### src/rtl/kernel_sched_pkg.sv
`default_nettype none
// ============================================================================
// Module  : kernel_sched_pkg
// Brief   : Shared state encoding and widths for the kernel BRAM scheduler.
// Rev     : 1.0  initial release
// ============================================================================
package kernel_sched_pkg;

    localparam int KSCHED_IDX_W = 8;
    localparam int KSCHED_CNT_W = 9;

    // ST_RSVD is never entered; the FSM steers it back to idle if ever decoded.
    typedef enum logic [2:0] {
        ST_IDLE     = 3'd0,
        ST_LOAD_REQ = 3'd1,
        ST_LOADING  = 3'd2,
        ST_WAIT_REQ = 3'd3,
        ST_WAIT_LAT = 3'd4,
        ST_NEXT_KER = 3'd5,
        ST_DONE     = 3'd6,
        ST_RSVD     = 3'd7
    } ksched_state_t;

endpackage
`default_nettype wire

### src/rtl/ksched_latency_timer.sv
`default_nettype none
// ============================================================================
// Module  : ksched_latency_timer
// Brief   : Down-counter loaded with READ_LATENCY; o_expire flags the last
//           cycle of the read latency window.
// Rev     : 1.0  initial release
// ============================================================================
module ksched_latency_timer #(
    parameter int READ_LATENCY = 1
) (
    input  logic clk,
    input  logic rst,
    input  logic i_load,
    output logic o_expire
);

    localparam int c_cnt_w = 3;

    logic [c_cnt_w-1:0] r_cnt;

    always_ff @(posedge clk) begin
        if (rst) begin
            r_cnt <= '0;
        end else if (i_load) begin
            r_cnt <= c_cnt_w'(READ_LATENCY);
        end else if (r_cnt != '0) begin
            r_cnt <= r_cnt - c_cnt_w'(1);
        end
    end

    assign o_expire = (r_cnt == c_cnt_w'(1));

endmodule
`default_nettype wire

### src/rtl/kernel_bram_scheduler.sv
`default_nettype none
// ============================================================================
// Module  : kernel_bram_scheduler
// Brief   : Sequences kernel loads and per-channel reads of kernel_BRAM for a
//           full Conv2d layer. Optional KSCHED_PROTO_CHECK_EN adds proto_err.
// Rev     : 1.0  initial release
// ============================================================================
module kernel_bram_scheduler
    import kernel_sched_pkg::*;
#(
    parameter int READ_LATENCY = 1,
    parameter int MAX_OUT_CH   = 256
) (
    input  logic       clk,
    input  logic       Reset,
    input  logic       start,
    input  logic [8:0] OUT_CHANNELS,
    input  logic [8:0] CHANNEL_SIZE,
    input  logic       Kernel_BRAM_IDLE,
    input  logic       last_loading_1ker,
    input  logic       last_channel,
    input  logic       ch_req,
    output logic       load_BRAM_dina,
    output logic       update_BRAM_doutb,
    output logic       ker_valid,
    output logic [$clog2(MAX_OUT_CH)-1:0] kernel_idx,
    output logic [KSCHED_IDX_W-1:0]       channel_idx,
    output logic       busy,
    output logic       done
`ifdef KSCHED_PROTO_CHECK_EN
    ,
    output logic       proto_err
`endif
);

    localparam int c_kidx_w = $clog2(MAX_OUT_CH);

    ksched_state_t           r_state;
    logic [KSCHED_CNT_W-1:0] r_out_ch;
    logic [KSCHED_CNT_W-1:0] r_ch_size;
    logic [KSCHED_CNT_W-1:0] r_kernel_cnt;
    logic [KSCHED_CNT_W-1:0] r_ch_cnt;

    logic w_last_ch;
    logic w_last_ker;
    logic w_timer_load;
    logic w_expire;

    // 9-bit compares so a count of 256 terminates correctly
    assign w_last_ch    = (r_ch_cnt == r_ch_size - KSCHED_CNT_W'(1));
    assign w_last_ker   = (r_kernel_cnt == r_out_ch - KSCHED_CNT_W'(1));
    assign w_timer_load = (r_state == ST_WAIT_REQ) && ch_req;

    ksched_latency_timer #(
        .READ_LATENCY (READ_LATENCY)
    ) u_lat_timer (
        .clk      (clk),
        .rst      (Reset),
        .i_load   (w_timer_load),
        .o_expire (w_expire)
    );

    assign kernel_idx = r_kernel_cnt[c_kidx_w-1:0];

    always_ff @(posedge clk) begin
        if (Reset) begin
            r_state           <= ST_IDLE;
            r_out_ch          <= '0;
            r_ch_size         <= '0;
            r_kernel_cnt      <= '0;
            r_ch_cnt          <= '0;
            load_BRAM_dina    <= 1'b0;
            update_BRAM_doutb <= 1'b0;
            ker_valid         <= 1'b0;
            channel_idx       <= '0;
            busy              <= 1'b0;
            done              <= 1'b0;
        end else begin
            load_BRAM_dina    <= 1'b0;
            update_BRAM_doutb <= 1'b0;
            ker_valid         <= 1'b0;
            done              <= 1'b0;
            case (r_state)
                ST_IDLE: begin
                    if (start) begin
                        r_out_ch     <= OUT_CHANNELS;
                        r_ch_size    <= CHANNEL_SIZE;
                        r_kernel_cnt <= '0;
                        r_ch_cnt     <= '0;
                        busy         <= 1'b1;
                        r_state      <= (OUT_CHANNELS == 9'd0) ? ST_DONE : ST_LOAD_REQ;
                    end
                end
                ST_LOAD_REQ: begin
                    if (Kernel_BRAM_IDLE) begin
                        load_BRAM_dina <= 1'b1;
                        r_state        <= ST_LOADING;
                    end
                end
                ST_LOADING: begin
                    if (last_loading_1ker) begin
                        r_ch_cnt <= '0;
                        r_state  <= ST_WAIT_REQ;
                    end
                end
                ST_WAIT_REQ: begin
                    if (ch_req) begin
                        update_BRAM_doutb <= 1'b1;
                        r_state           <= ST_WAIT_LAT;
                    end
                end
                ST_WAIT_LAT: begin
                    if (w_expire) begin
                        ker_valid   <= 1'b1;
                        channel_idx <= r_ch_cnt[KSCHED_IDX_W-1:0];
                        if (w_last_ch) begin
                            r_state <= ST_NEXT_KER;
                        end else begin
                            r_ch_cnt <= r_ch_cnt + KSCHED_CNT_W'(1);
                            r_state  <= ST_WAIT_REQ;
                        end
                    end
                end
                ST_NEXT_KER: begin
                    r_kernel_cnt <= r_kernel_cnt + KSCHED_CNT_W'(1);
                    r_state      <= w_last_ker ? ST_DONE : ST_LOAD_REQ;
                end
                ST_DONE: begin
                    done         <= 1'b1;
                    busy         <= 1'b0;
                    r_kernel_cnt <= '0;
                    r_state      <= ST_IDLE;
                end
                default: begin
                    r_state <= ST_IDLE;
                end
            endcase
        end
    end

`ifdef KSCHED_PROTO_CHECK_EN
    // Remembers whether the read now presented was the kernel's last channel
    logic r_valid_last;

    always_ff @(posedge clk) begin
        if (Reset) begin
            r_valid_last <= 1'b0;
            proto_err    <= 1'b0;
        end else begin
            r_valid_last <= (r_state == ST_WAIT_LAT) && w_expire && w_last_ch;
            if (ker_valid && (last_channel != r_valid_last)) begin
                proto_err <= 1'b1;
            end
            if (last_loading_1ker &&
                ((r_state == ST_WAIT_REQ) || (r_state == ST_WAIT_LAT))) begin
                proto_err <= 1'b1;
            end
        end
    end
`else
    logic w_unused_last_channel;
    assign w_unused_last_channel = last_channel;
`endif

endmodule
`default_nettype wire

### config.mk
export PLATFORM = sky130hd
export DESIGN_NAME = kernel_bram_scheduler
export DESIGN_NICKNAME = d
export VERILOG_FILES = /design/src/rtl/kernel_sched_pkg.sv /design/src/rtl/ksched_latency_timer.sv /design/src/rtl/kernel_bram_scheduler.sv
export SDC_FILE = /design/constraint.sdc
export NUM_CORES = 1
export LEC_CHECK = 0
export BUFFER_PORTS_ARGS = -buffer_cell sky130_fd_sc_hd__buf_2
export CORE_MARGIN = 1
export CORE_UTILIZATION = 51
export DETAILED_ROUTE_END_ITERATION = 8
export PLACE_DENSITY = 0.86
export SYNTH_ARGS = -nofsm -noshare
export SYNTH_HDL_FRONTEND = slang
export SYNTH_HIERARCHICAL = 1
export SYNTH_SLANG_ARGS = --single-unit
### constraint.sdc
create_clock -name clk -period 2.4 [get_ports clk]
set_clock_uncertainty 0.1 [all_clocks]
set_input_delay 0.24 -clock clk [delete_from_list [all_inputs] [get_ports clk]]
set_output_delay 0.24 -clock clk [all_outputs]
set_load 0.005 [all_outputs]
==> flow_summary_export.csv, run 1 <==
group,metric,value,unit
status,status,"completed",
yosys,synth_fp_nets,396,
power,power.switching,1.49,mW
floorplanning,num_io_pins,46,
setup_path,end_kind,"register",
floorplanning,initial_core_util,54.1,%
placed_design,place_ws,0.00384,ns
routing,wl_per_cell,13.6,µm
final_layout,drive_above_1_share,24.4,%
final_layout,fin_util,62.0,%
global_routing,antenna_found_initial,0,
yosys,synth_seq_cells,55,
yosys,synth_ff_type,"dfxtp_1",
final_layout,num_antenna_cells,0,
timing,slew_violations,0,
final_layout,fin_cells,482,
global_routing,grt_max_degree,32,
yosys,synth_top_area_share,36.3,%
yosys,synth.area.top_cells,"dfxtp_1, nand2_1, a21oi_1",
setup_path,crit_chain,"or4_4, or3_4, a211oi_4, a311o_2, nand2_4, nand4_1, mux2i_1",
yosys,synth_xor_xnor_area_share,9.53,%
global_routing,grt_pass1_vias,2427,
yosys,synth_compound_gate_area_share,16.5,%
timing,final_hold_viol_count,0,
power,pwr-share-clk,15.4,%
yosys,synth_top_family_by_area,"simple AND/OR/NAND/NOR gates",
floorplanning,core,5610,µm²
yosys,yosysTopAreaCell,"dfxtp_1",
power,p_int,2.11,mW
cts,clock_latency,0.32,ns
timing,clock.fmax,0.422,GHz
yosys,synth_edf_count,0,
setup_path,reg2reg_to,"r_ch_cnt[6]",
floorplanning,fp.dieW,79.1,µm
power,pwr-share-seq,35.4,%
placed_design,dp_cells,471,
routing,drt-pass1-iter-count,5,
yosys,synthDistinctLibCells,61,
cts,cts-root-buf,"clkbuf_8",
yosys,synthArstFlopShare,0,%
yosys,yosys.area_share.simple,26.6,%
placed_design,io_buffers,44,
setup_path,required,2.56,ns
yosys,synth_adder_area_share,2.89,%
cts,cts_tree,"done",
cts,cts_made_buffers,5,
worst_hold_path,hold_path.class,"primary input to register",
yosys,synthMuxAreaShare,2.06,%
cts,cts.path.max_buffers,2,
floorplanning,die_h,79.1,µm
routing,ant_nets,0,
worst_hold_path,min-delay-start,"CHANNEL_SIZE[2]",
timing,slew_headroom,58.7,%
routing,via_per_inst,5.54,
yosys,syn_area_per_cell,8.34,µm²
setup_path,cp.arrival,2.53,ns
timing,worst_slew_pin_slew,0.619,ns
timing,tns,0,ns
power,switching_share,41.5,%
power,peakVddDrop,0.466,mV
final_layout,finish.net_count,441,
setup_path,r2r-start,"r_ch_size[1]",
cts,clock_sinks,55,
routing,drt_wl_total,6.55,mm
placed_design,hpwl,4.88,mm
routing,drc_errors,0,
timing,setup_viol,0,
final_layout,area_delta_synth_final,14.7,%
yosys,yosys_warnings,6,
yosys,syn-cell-area,3030,µm²
power,leakagePower,1.40,nW
global_routing,track_usage,22.2,%
timing,rsz0062_at_grt,"true",
setup_path,critical_path.max_stage_delay,0.51,ns
cts,hold_buffers,0,
cts,clkSlewWorstSetupHoldPaths,0.10,ns
setup_path,start_kind,"register",
global_routing,grt_overflow_total,0,
yosys,synth_cells,364,
routing,vias,2671,
cts,h-tree-depth,2,
timing,fin_crit,2.37,ns
placed_design,place_congestion,0.887,
yosys,yosysSeqAreaShare,36.3,%
global_routing,grt_pass1_wl,11.0,mm
setup_path,path_class,"register to register",
setup_path,reg2reg_depth,7,
setup_path,critPathSlowestCell,"or4_4",
setup_path,regToRegSetupSlack,0.03,ns
floorplanning,dieArea,6260,µm²
run,maxCapViolCount,0,
timing,fin_crit_sh,98.7,%
setup_path,cp_max_fo,7,
power,pwr_density_cell,1040,nW/µm²
floorplanning,rows,27,
routing,drt-initial-drc-count,105,
worst_hold_path,hold_depth,3,
power,comb_power_share,49.2,%
timing,setup_ws,0.0315,ns
worst_hold_path,whs_endpoint,"r_ch_size[2]",
[placed cells by master (no fill, tap or decap), types with 3 or more instances in the layout]
master / synthesis / layout
buf_2: 1 / 44
dfxtp_1: 55 / 50
a21oi_1: 36 / 36
a211oi_1: 3 / 3
buf_4: 8 / 13
mux2i_1: 4 / 4
nand4_1: 8 / 8
nand2b_1: 6 / 6
nand2_1: 75 / 75
or3_1: 4 / 3
nor3_1: 8 / 7
or2b_1: 3 / 3
inv_1: 9 / 6
nor4_1: 7 / 7
dfxtp_2: 0 / 3
ha_1: 7 / 6
nor2_1: 22 / 22
nor2b_1: 3 / 3
xor2_1: 14 / 14
nand3_1: 5 / 4
xnor2_1: 19 / 18
o21ai_0: 10 / 9
clkbuf_8: 0 / 6
inv_2: 0 / 3
and3_1: 4 / 4
[per-layer routing]
metal	global-route usage, %	routed length, µm
met3	4.48	228
met1	25.2	2880
met2	41.6	3370
met5	0	0
met4	6.00	76
[Yosys cell counts (2+ instances only)]
library cell	instances
or3_1	4
buf_6	2
or2b_1	3
ha_1	7
nand3_1	5
nor3_1	8
o21ai_0	10
and3_1	4
a211oi_1	3
buf_4	8
a211oi_2	2
mux2_2	2
xor2_1	14
clkinv_1	2
or3b_1	2
a31oi_1	2
inv_1	9
nor2b_1	3
xnor2_1	19
mux2i_1	4
clkbuf_1	7
nand4_1	8
a41oi_1	2
nor4_1	7
a21oi_1	36
nor3b_1	2
nand2b_1	6
nor2_1	22
nand2_1	75
dfxtp_1	55
[sequential cells by signal, indices dropped and copies added (netlist names)]
signal and count:
load_BRAM_dina 1, channel_idx 8, r_out_ch 9, ker_valid 1, r_ch_cnt 9, r_state 3
done 1, r_kernel_cnt 9, busy 1, update_BRAM_doutb 1, r_ch_size 9, u_lat_timer/r_cnt 3
[stage by stage]
step | power [mW] | hold slack, ns | cell area [µm²]
2_1_floorplan | 2.57 | 0.205 | 3030
3_3_place_gp | 2.80 | 0.339 | 3280
3_5_place_dp | 2.88 | 0.345 | 3280
4_1_cts | 3.46 | 0.0488 | 3390
5_1_grt | 3.86 | 0.0506 | 3480
6_report | 3.60 | 0.0423 | 3480
[cells by family after synthesis]
group,count (synthesis)
muxes,6
xor gates and xnor gates,33
adders and majority gates,7
buffers and inverters,30
DFF,55
and+or+nand+nor,161
AOI/OAI and AO/OA,72
[power groups by stage]
stage | Clock, mW | Combinational (mW) | Sequential (mW)
2_1_floorplan | 0 | 1.36 | 1.20
3_3_place_gp | 0 | 1.53 | 1.27
3_5_place_dp | 0 | 1.60 | 1.28
4_1_cts | 0.568 | 1.64 | 1.25
5_1_grt | 0.599 | 1.97 | 1.30
6_report | 0.554 | 1.77 | 1.28
[worst max-delay path: cells and delay by family (launching register included)]
kind,cells,cell delay [ns]
AOI/OAI and AO/OA,2,0.55
and+or+nand+nor,4,1.10
muxes,1,0.18
DFF,1,0.38
[area by class of cell]
class	instances	area, µm²
sequential	55	1110
inverter	11	45.0
fill	505	2130
tap	72	90.1
clock buffer	6	82.6
clock inverter	2	13.8
multi-input combinational	279	1820
timing repair buffer	57	318
[worst max-delay path by stage]
stage	startpoint	endpoint	slack (ns)	depth (start not counted)
5_1_grt	r_ch_size[1]	r_ch_cnt[8]	-0.03	9
4_1_cts	r_ch_size[1]	r_ch_cnt[8]	0.02	9
3_5_place_dp	r_ch_size[1]	r_ch_cnt[8]	0.004	9
3_3_place_gp	r_ch_size[1]	r_ch_cnt[8]	0.08	9
2_1_floorplan	r_ch_size[0]	r_ch_cnt[6]	0.02	9
6_report	r_ch_size[1]	r_ch_cnt[6]	0.03	7
[timing repair]
| item | 4_1_cts | 5_1_grt |
|---|---|---|
| setup buffers | 2 | 1 |
| hold endpoints to repair | 0 | 0 |
| setup endpoints to repair | 2 | 13 |
| pin swaps | 1 | 7 |
| gates resized for setup | 0 | 23 |
(Power assumes the default switching activity.)
==> inputs of run 2 (changes only) <==
Settings changed: SETUP_SLACK_MARGIN from default to 0.15.
==> run 2 against run 1 <==
Effect of this change: the flow now finishes with violations (negative setup slack); die area unchanged; clock power up 10%; sequential share of layout area down 0.51 points; critical path depth up 1; non-clock buffer count up 4; hold slack better by 0.014 ns; global-route usage up 0.81 points; highest routed layer unchanged.
==> flow_summary_export.csv, run 2 (synthesis results as in run 1) <==
group,metric,value,unit
final_layout,num_antenna_cells,0,
floorplanning,die_h,79.1,µm
placed_design,place_congestion,0.895,
cts,clock_sinks,55,
global_routing,grt_pass1_wl,11.5,mm
final_layout,fin_util,63.0,%
global_routing,track_usage,23.0,%
timing,final_hold_viol_count,0,
floorplanning,rows,27,
final_layout,layout_common_cells,"nand2_1, dfxtp_1, buf_2",
global_routing,antenna_found_initial,0,
placed_design,hpwl,4.79,mm
floorplanning,dieArea,6260,µm²
routing,drt_wl_total,6.91,mm
power,p_int,2.23,mW
floorplanning,num_io_pins,46,
status,violations,"negative setup slack",
cts,clkSlewWorstSetupHoldPaths,0.09,ns
placed_design,io_buffers,44,
run,maxCapViolCount,0,
setup_path,required,2.51,ns
placed_design,dpl_cell_area,3270,µm²
final_layout,final_common_cell,"nand2_1",
worst_hold_path,hold_path.class,"primary input to register",
setup_path,critPathSlowestCell,"or4_4",
final_layout,seq_area,1110,µm²
timing,fin_crit_sh,100,%
power,pwr-share-seq,34.6,%
setup_path,cp.arrival,2.51,ns
power,pwr_density_cell,1060,nW/µm²
global_routing,grt_pass1_vias,2586,
cts,cts_tree,"done",
floorplanning,initial_core_util,54.1,%
routing,via_per_inst,5.71,
worst_hold_path,min-delay-start,"CHANNEL_SIZE[1]",
setup_path,critical_path.max_stage_delay,0.52,ns
setup_path,critical_path.startpoint,"r_ch_size[1]",
setup_path,end_kind,"register",
final_layout,stdcell_area,3530,µm²
final_layout,n_fill_cell,490,
power,switching_share,40.8,%
timing,worst_slew_pin_slew,1.08,ns
final_layout,drive_above_1_share,26.2,%
final_layout,area_delta_synth_final,16.4,%
floorplanning,core,5610,µm²
final_layout,finish.net_count,445,
cts,cts-root-buf,"clkbuf_8",
global_routing,grt_max_degree,43,
timing,setup_viol,1,
routing,ant_nets,0,
cts,h-tree-depth,2,
setup_path,crit_family,"simple AND/OR/NAND/NOR gates",
routing,drt-initial-drc-count,194,
cts,cts.path.max_buffers,2,
cts,clock_latency,0.31,ns
power,peakVddDrop,0.636,mV
timing,clock.fmax,0.416,GHz
timing,slew_violations,0,
setup_path,path_class,"register to register",
setup_path,crit_chain,"or4_4, or3_4, a211oi_2, a311o_2, buf_4, a21boi_2, xnor2_1, nor2_1",
routing,vias,2771,
routing,wl_per_cell,14.2,µm
timing,slew_headroom,27.9,%
status,status,"finished with violations",
cts,hold_buffers,0,
routing,drc_errors,0,
timing,setup_ws,-0.00519,ns
timing,fin_crit,2.41,ns
timing,rsz0062_at_grt,"true",
global_routing,grt_overflow_total,0,
floorplanning,fp.dieW,79.1,µm
power,p_total,3.76,mW
cts,cts_made_buffers,5,
power,power.switching,1.53,mW
power,pwr-share-clk,16.2,%
timing,tns,-0.00519,ns
final_layout,multi_input_area,1840,µm²
power,comb_power_share,49.2,%
routing,drt-pass1-iter-count,5,
setup_path,start_kind,"register",
timing,holdWs,0.0564,ns
power,leakagePower,1.41,nW
setup_path,path_buf_inv,1,
setup_path,r2r-start,"r_ch_size[1]",
setup_path,cp_max_fo,5,
## run 2: metrics by stage
stage,std cells,setup slack [ns]
floorplan,364,0.202
global placement,468,0.102
detailed placement,468,0.0200
CTS,479,0.0442
global route,485,-0.0582
finish,485,-0.00519
## run 2: worst register-to-register path: cells and delay by family, from the launching register on
kind,cells,cell delay [ns]
and+or+nand+nor,3,0.92
AOI/OAI and AO/OA,3,0.60
DFF,1,0.37
xor gates and xnor gates,1,0.16
buffers and inverters,1,0.15
## run 2: final timing paths
kind	cells after the start	endpoint	slack, ns
max reg2reg	8	r_ch_cnt[2]	-0.005
max	8	r_ch_cnt[2]	-0.005
min	3	r_ch_size[1]	0.06
min reg2reg	2	channel_idx[4]	0.36
## run 2: power by group through the flow
stage	clock network [mW]	registers (mW)	logic, mW
3_5_place_dp	0	1.30	1.60
2_1_floorplan	0	1.21	1.38
4_1_cts	0.613	1.28	1.69
5_1_grt	0.647	1.33	2.03
3_3_place_gp	0	1.29	1.51
6_report	0.610	1.30	1.85
## run 2: what timing repair did
action	4_1_cts	5_1_grt
pin swaps	7	6
cloned	0	0
resized for setup	8	13
setup endpoints to repair	11	13
endpoints found under the hold margin	0	0
setup buffers	4	6
## run 2: area by class of cell
type	instances	share of cell area [%]
tap	72	2.55
sequential	55	31.5
clock inverter	1	0.850
inverter	11	1.28
clock buffer	6	2.05
timing repair buffer	61	9.85
multi-input combinational	279	52.0
## run 2: routing by layer
| metal | up-vias | global-route usage, % | routed length, µm |
|---|---|---|---|
| li1 | 1363 | - | - |
| met1 | 1302 | 26.5 | 2840 |
| met5 | - | 0 | 0 |
| met3 | 17 | 3.91 | 359 |
| met2 | 89 | 41.7 | 3580 |
| met4 | 0 | 9.27 | 131 |
